File: config.mk
export PLATFORM = sky130hd
export DESIGN_NAME = serial_pattern_source_flat
export DESIGN_NICKNAME = d
export VERILOG_FILES = /design/src/rtl/pattern_pkg.sv /design/src/rtl/serial_pattern_source_if.sv /design/src/rtl/serial_pattern_source.sv /design/src/flat_wrapper.sv
export SDC_FILE = /design/constraint.sdc
export NUM_CORES = 1
export LEC_CHECK = 0
export CAP_MARGIN = 5
export CORE_MARGIN = 2
export CORE_UTILIZATION = 55
export CTS_CLUSTER_DIAMETER = 150
export DETAILED_ROUTE_END_ITERATION = 10
export GPL_ROUTABILITY_DRIVEN = 0
export PLACE_DENSITY = 0.78
export SLEW_MARGIN = 20
export SYNTH_ARGS = -nofsm -noshare
export SYNTH_HDL_FRONTEND = slang
export SYNTH_SLANG_ARGS = --single-unit
File: constraint.sdc
create_clock -name clk -period 5.9 [get_ports clk]
set_input_delay 1.77 -clock clk [delete_from_list [all_inputs] [get_ports clk]]
set_output_delay 1.77 -clock clk [all_outputs]
set_load 0.01 [all_outputs]
File: src/rtl/pattern_pkg.sv
// Shared types and helpers for the serial pattern source: state encoding,
// default sizes and the pattern-length clamp.
package pattern_pkg;

  localparam int unsigned WIDTH_DEF = 16;
  localparam int unsigned REP_W_DEF = 8;

  localparam logic ST_IDLE  = 1'b0;
  localparam logic ST_SHIFT = 1'b1;

  typedef enum logic {
    S_IDLE  = ST_IDLE,
    S_SHIFT = ST_SHIFT
  } state_e;

  // A zero or oversized length means "send the whole register".
  function automatic int unsigned clamp_len(input int unsigned len,
                                            input int unsigned width);
    return ((len == 0) || (len > width)) ? width : len;
  endfunction

endpackage

File: src/rtl/serial_pattern_source_if.sv
// Load handshake plus serial output bundle for serial_pattern_source.
// master = pattern provider / observer, slave = the pattern source itself.
interface serial_pattern_source_if
  import pattern_pkg::*;
#(
  parameter int WIDTH = WIDTH_DEF,
  parameter int REP_W = REP_W_DEF
);
  localparam int LEN_W = $clog2(WIDTH + 1);

  logic             load_valid;
  logic             load_ready;
  logic [WIDTH-1:0] load_data;
  logic [LEN_W-1:0] load_len;
  logic [REP_W-1:0] load_rep;
  logic             stop;
  logic             bit_out;
  logic             bit_valid;
  logic             busy;
  logic             done;

  modport master (
    output load_valid, load_data, load_len, load_rep, stop,
    input  load_ready, bit_out, bit_valid, busy, done
  );

  modport slave (
    input  load_valid, load_data, load_len, load_rep, stop,
    output load_ready, bit_out, bit_valid, busy, done
  );

endinterface

File: src/rtl/serial_pattern_source.sv
// Serialises a loaded bit pattern MSB-first, one bit per clock, optionally
// repeated a fixed number of times or continuously until stopped.
module serial_pattern_source
  import pattern_pkg::*;
#(
  parameter int WIDTH = WIDTH_DEF,
  parameter int REP_W = REP_W_DEF
) (
  input  logic                    clk,
  input  logic                    reset,
  serial_pattern_source_if.slave  bus
);

  localparam int LEN_W = $clog2(WIDTH + 1);
  localparam logic [LEN_W-1:0] LEN_ONE  = LEN_W'(1);
  localparam logic [REP_W-1:0] REP_ZERO = '0;
  localparam logic [REP_W-1:0] REP_ONE  = REP_W'(1);

  state_e           state_q, state_d;
  logic [WIDTH-1:0] shreg_q, shreg_d;
  logic [LEN_W-1:0] cnt_q, cnt_d;
  logic [REP_W-1:0] rep_q, rep_d;
  logic [WIDTH-1:0] hold_data_q, hold_data_d;
  logic [LEN_W-1:0] hold_len_q, hold_len_d;
  logic             bit_out_q, bit_out_d;
  logic             bit_valid_q, bit_valid_d;
  logic             done_q, done_d;

  logic [LEN_W-1:0] len_in;
  logic [WIDTH-1:0] aligned;
  logic [REP_W-1:0] rep_next;

  function automatic logic [WIDTH-1:0] align_msb(input logic [WIDTH-1:0] data,
                                                 input logic [LEN_W-1:0] len);
    return data << (WIDTH - int'(len));
  endfunction

  assign len_in = LEN_W'(clamp_len(32'(bus.load_len), WIDTH));

  // shreg holds the bits still to come after the one on bit_out; cnt counts
  // them, so cnt==0 means the displayed bit closes the current repetition.
  always_comb begin
    state_d     = state_q;
    shreg_d     = shreg_q;
    cnt_d       = cnt_q;
    rep_d       = rep_q;
    hold_data_d = hold_data_q;
    hold_len_d  = hold_len_q;
    bit_out_d   = 1'b0;
    bit_valid_d = 1'b0;
    done_d      = 1'b0;
    aligned     = '0;
    rep_next    = rep_q;

    case (state_q)
      S_IDLE: begin
        if (bus.load_valid) begin
          aligned     = align_msb(bus.load_data, len_in);
          hold_data_d = bus.load_data;
          hold_len_d  = len_in;
          rep_d       = bus.load_rep;
          bit_out_d   = aligned[WIDTH-1];
          bit_valid_d = 1'b1;
          shreg_d     = aligned << 1;
          cnt_d       = len_in - LEN_ONE;
          done_d      = (len_in == LEN_ONE) && (bus.load_rep == REP_ONE);
          state_d     = S_SHIFT;
        end
      end

      S_SHIFT: begin
        if (bus.stop || done_q) begin
          state_d = S_IDLE;
        end else if (cnt_q == '0) begin
          // Repetition boundary: restart from the held pattern with no gap.
          rep_next    = (rep_q == REP_ZERO) ? REP_ZERO : rep_q - REP_ONE;
          rep_d       = rep_next;
          aligned     = align_msb(hold_data_q, hold_len_q);
          bit_out_d   = aligned[WIDTH-1];
          bit_valid_d = 1'b1;
          shreg_d     = aligned << 1;
          cnt_d       = hold_len_q - LEN_ONE;
          done_d      = (hold_len_q == LEN_ONE) && (rep_next == REP_ONE);
        end else begin
          bit_out_d   = shreg_q[WIDTH-1];
          bit_valid_d = 1'b1;
          shreg_d     = shreg_q << 1;
          cnt_d       = cnt_q - LEN_ONE;
          done_d      = (cnt_q == LEN_ONE) && (rep_q == REP_ONE);
        end
      end

      default: state_d = S_IDLE;
    endcase
  end

  always_ff @(posedge clk) begin
    if (reset) begin
      state_q     <= S_IDLE;
      shreg_q     <= '0;
      cnt_q       <= '0;
      rep_q       <= '0;
      hold_data_q <= '0;
      hold_len_q  <= '0;
      bit_out_q   <= 1'b0;
      bit_valid_q <= 1'b0;
      done_q      <= 1'b0;
    end else begin
      state_q     <= state_d;
      shreg_q     <= shreg_d;
      cnt_q       <= cnt_d;
      rep_q       <= rep_d;
      hold_data_q <= hold_data_d;
      hold_len_q  <= hold_len_d;
      bit_out_q   <= bit_out_d;
      bit_valid_q <= bit_valid_d;
      done_q      <= done_d;
    end
  end

  assign bus.load_ready = (state_q == S_IDLE);
  assign bus.busy       = (state_q == S_SHIFT);
  assign bus.bit_out    = bit_out_q;
  assign bus.bit_valid  = bit_valid_q;
  assign bus.done       = done_q;

endmodule
File: src/flat_wrapper.sv
// flat-port wrapper written by rule: the top's interface ports become plain ports
module serial_pattern_source_flat import pattern_pkg::*;
#(
  parameter int WIDTH = WIDTH_DEF,
  parameter int REP_W = REP_W_DEF
)
  (clk, reset, bus_load_valid, bus_load_data, bus_load_len, bus_load_rep, bus_stop, bus_load_ready, bus_bit_out, bus_bit_valid, bus_busy, bus_done);
  serial_pattern_source_if #(.WIDTH(WIDTH), .REP_W(REP_W)) bus_i ();
  input  logic clk;
  input  logic reset;
  input wire logic [$bits(bus_i.load_valid)-1:0] bus_load_valid;
  input wire logic [$bits(bus_i.load_data)-1:0] bus_load_data;
  input wire logic [$bits(bus_i.load_len)-1:0] bus_load_len;
  input wire logic [$bits(bus_i.load_rep)-1:0] bus_load_rep;
  input wire logic [$bits(bus_i.stop)-1:0] bus_stop;
  output wire logic [$bits(bus_i.load_ready)-1:0] bus_load_ready;
  output wire logic [$bits(bus_i.bit_out)-1:0] bus_bit_out;
  output wire logic [$bits(bus_i.bit_valid)-1:0] bus_bit_valid;
  output wire logic [$bits(bus_i.busy)-1:0] bus_busy;
  output wire logic [$bits(bus_i.done)-1:0] bus_done;
  assign bus_i.load_valid = bus_load_valid;
  assign bus_i.load_data = bus_load_data;
  assign bus_i.load_len = bus_load_len;
  assign bus_i.load_rep = bus_load_rep;
  assign bus_i.stop = bus_stop;
  assign bus_load_ready = bus_i.load_ready;
  assign bus_bit_out = bus_i.bit_out;
  assign bus_bit_valid = bus_i.bit_valid;
  assign bus_busy = bus_i.busy;
  assign bus_done = bus_i.done;
  serial_pattern_source #(.WIDTH(WIDTH), .REP_W(REP_W)) u_core (.clk(clk), .reset(reset), .bus(bus_i));
endmodule
==> reports/metrics.cfg <==
[outcome]
status=completed

[synth]
yosys_warnings=0
synth.distinct_cells=79
ys_ff_latch=52
syn_nets=575
synth_area_mm2=0.00444
synth_flop_cell=dfxtp_1
ys_seq_area_frac=0.234
synthCells=531
synth-async-reset-ratio=0
avgSynthCellArea_um2=8.36
synth_edf_count=0

[critical_path]
crit_type=primary input to flip-flop
crit_arrival_ns=5.43
cp-end-kind=flip-flop
critPathMaxFanout=13
startpoint_type=primary input
cp.required_ns=6.12

[cells_and_area]
diodes=0
area_growth_pct=6.85
post-route-util=0.611
final_cell_area_mm2=0.00474
fin_nets=584
fill_cells=729
drive_above_1_share=0.0892

[route]
routed_wl_um=12200
viasPerCell=6.72
via_count=4299
drc=0
first_pass_iters=5
drtIter0Drc=531
wl_per_cell_um=19.1
ant_nets=0

[global_routing]
antenna_found_initial=0
grt_max_degree=55
first_global_vias=3971
use_met2=0.447
met3_usage=0.0433
grt_pass1_wl_um=20000
top_usage_layer=met2
grt_overflow_total=0
use_met1=0.410
globalRouteTotalUtil=0.287

[floorplan]
coreArea_mm2=0.00777
dieArea_mm2=0.00881
num_rows=32
pin_count=38
initial_utilization=0.572
dieHeight_um=93.8
die_w_um=93.8

[clocking]
cts_hold_buf=0
clockBufferDepth=2
ctsResizeCount=0
clk_pin_slew_worst_paths_ns=0.09
cts_tree=built
cts.htree.levels=2
clock_latency_ns=0.32
cts_setup_buffers=0
cts_root_buffer=clkbuf_8
cts_sinks=52
cts_buffers=5

[timing]
setup_viol=0
final.setup_skew_ns=0.0131
drv_slew=0
relSlewSlack=0.294
rsz0062_at_grt=false
hold_viol=0
timing.hold.ws_ns=0.480
fin_crit_sh=0.882
tightestPinTransition_ns=1.05
fin_crit_ns=5.21
tns_ns=0
max_freq_ghz=0.192

[pwr]
power_mw=1.01
peakVddDrop_mv=0.116
power.density_mw_per_mm2=212
p_leak_nw=1.69

[placement]
post_dp_cell_area_mm2=0.00467
port_buffers=37
hpwl_um=9020

[worst_hold_path]
hold_path.class=flip-flop to flip-flop

[job]
maxCapViolations=0

-- final timing paths --
| check | from | to | slack, ns | cells past startpoint |
|---|---|---|---|---|
| min | u_core.hold_data_q[14]$_SDFFE_PP0P_ | u_core.hold_data_q[14]$_SDFFE_PP0P_ | 0.48 | 2 |
| max reg2reg | u_core.hold_len_q[1]$_SDFFE_PP0P_ | u_core.shreg_q[11]$_SDFFE_PP0P_ | 2.66 | 8 |
| max | bus_load_len[3] | u_core.shreg_q[5]$_SDFFE_PP0P_ | 0.69 | 11 |
| min reg2reg | u_core.hold_data_q[14]$_SDFFE_PP0P_ | u_core.hold_data_q[14]$_SDFFE_PP0P_ | 0.48 | 2 |
-- per-layer routing --
metal,routed length [um],part of all wire
met5,0,0
met4,286,0.023
met3,1180,0.097
met2,5430,0.45
met1,5300,0.43
-- synthesized netlist by cell type, types with 7 or more instances --
cell | instances | area (um2)
nand2b_1 | 9 | 56.3
a221oi_1 | 8 | 70.1
o21ai_0 | 13 | 65.1
inv_1 | 11 | 41.3
xnor2_1 | 7 | 61.3
mux4_2 | 11 | 248
dfxtp_1 | 52 | 1040
ha_1 | 11 | 138
nand3_1 | 11 | 55.1
nor2_1 | 64 | 240
nor3_1 | 11 | 55.1
nand2_1 | 75 | 282
a22o_1 | 11 | 96.3
a211oi_1 | 18 | 135
clkbuf_1 | 13 | 48.8
mux2i_1 | 34 | 340
a21oi_1 | 38 | 190
-- report_power, final --
part | internal, mW | total, mW | switching [mW] | leakage [nW]
Clock | 0.0771 | 0.198 | 0.121 | 0.0359
Combinational | 0.164 | 0.398 | 0.234 | 1.23
Sequential | 0.379 | 0.410 | 0.0313 | 0.428
-- registers in the layout, indices dropped and copies added, names as in the netlist --
| register | count |
|---|---|
| u_core.hold_data_q | 16 |
| u_core.bus.done | 1 |
| u_core.rep_q | 8 |
| u_core.bus.bit_out | 1 |
| u_core.bus.bit_valid | 1 |
| u_core.cnt_q | 5 |
| u_core.hold_len_q | 5 |
| u_core.shreg_q | 15 |
-- cells in the final DEF, fill, tap and decap left out, drive strengths merged, types with 4 or more instances in the layout --
cell type / count
xnor2: 8
nor4b: 4
a31oi: 4
dfxtp: 52
inv: 12
mux2i: 34
xor2: 4
clkdlybuf4s50: 36
o21ai: 16
a211oi: 20
nor4: 5
nor3: 15
a221oi: 13
nand2: 75
nand2b: 9
ha: 11
clkbuf: 5
nand3: 11
buf: 6
a22o: 12
a22oi: 4
a21oi: 39
mux4: 13
nand3b: 6
a311oi: 5
nor2: 64
-- cell type report --
cell class                      instances  area, um2  share of cell area
Sequential cell                        52       1040               0.219
Tap cell                              102        128              0.0269
Multi-Input combinational cell        425       3050               0.643
Timing Repair Buffer                   42        403              0.0849
Inverter                               14       55.1              0.0116
Clock buffer                            5       68.8              0.0145
-- per-stage QoR --
stage	setup WS (ns)	std cells
2_1_floorplan	1.41	531
3_3_place_gp	0.614	635
3_5_place_dp	0.466	635
4_1_cts	0.782	640
5_1_grt	0.546	640
6_report	0.695	640
-- critical path, cell delays in order --
cell,delay (ns)
clkdlybuf4s50_1,0.51
or4_1,0.56
ha_1,0.32
nand2b_1,0.20
ha_1,0.47
buf_4,0.26
nor3b_1,0.49
nand2_1,0.11
a21oi_1,0.36
nand2_1,0.10
a211oi_1,0.28
-- cell families after synthesis --
kind of cell / count (synthesis) / share of synthesized area
flops: 52 / 0.234
buf+inv: 54 / 0.0789
compound gates: 144 / 0.243
xor+xnor: 12 / 0.0296
fa+ha+maj: 11 / 0.0310
mux: 48 / 0.147
simple gates: 210 / 0.236
(Power assumes the default switching activity.)
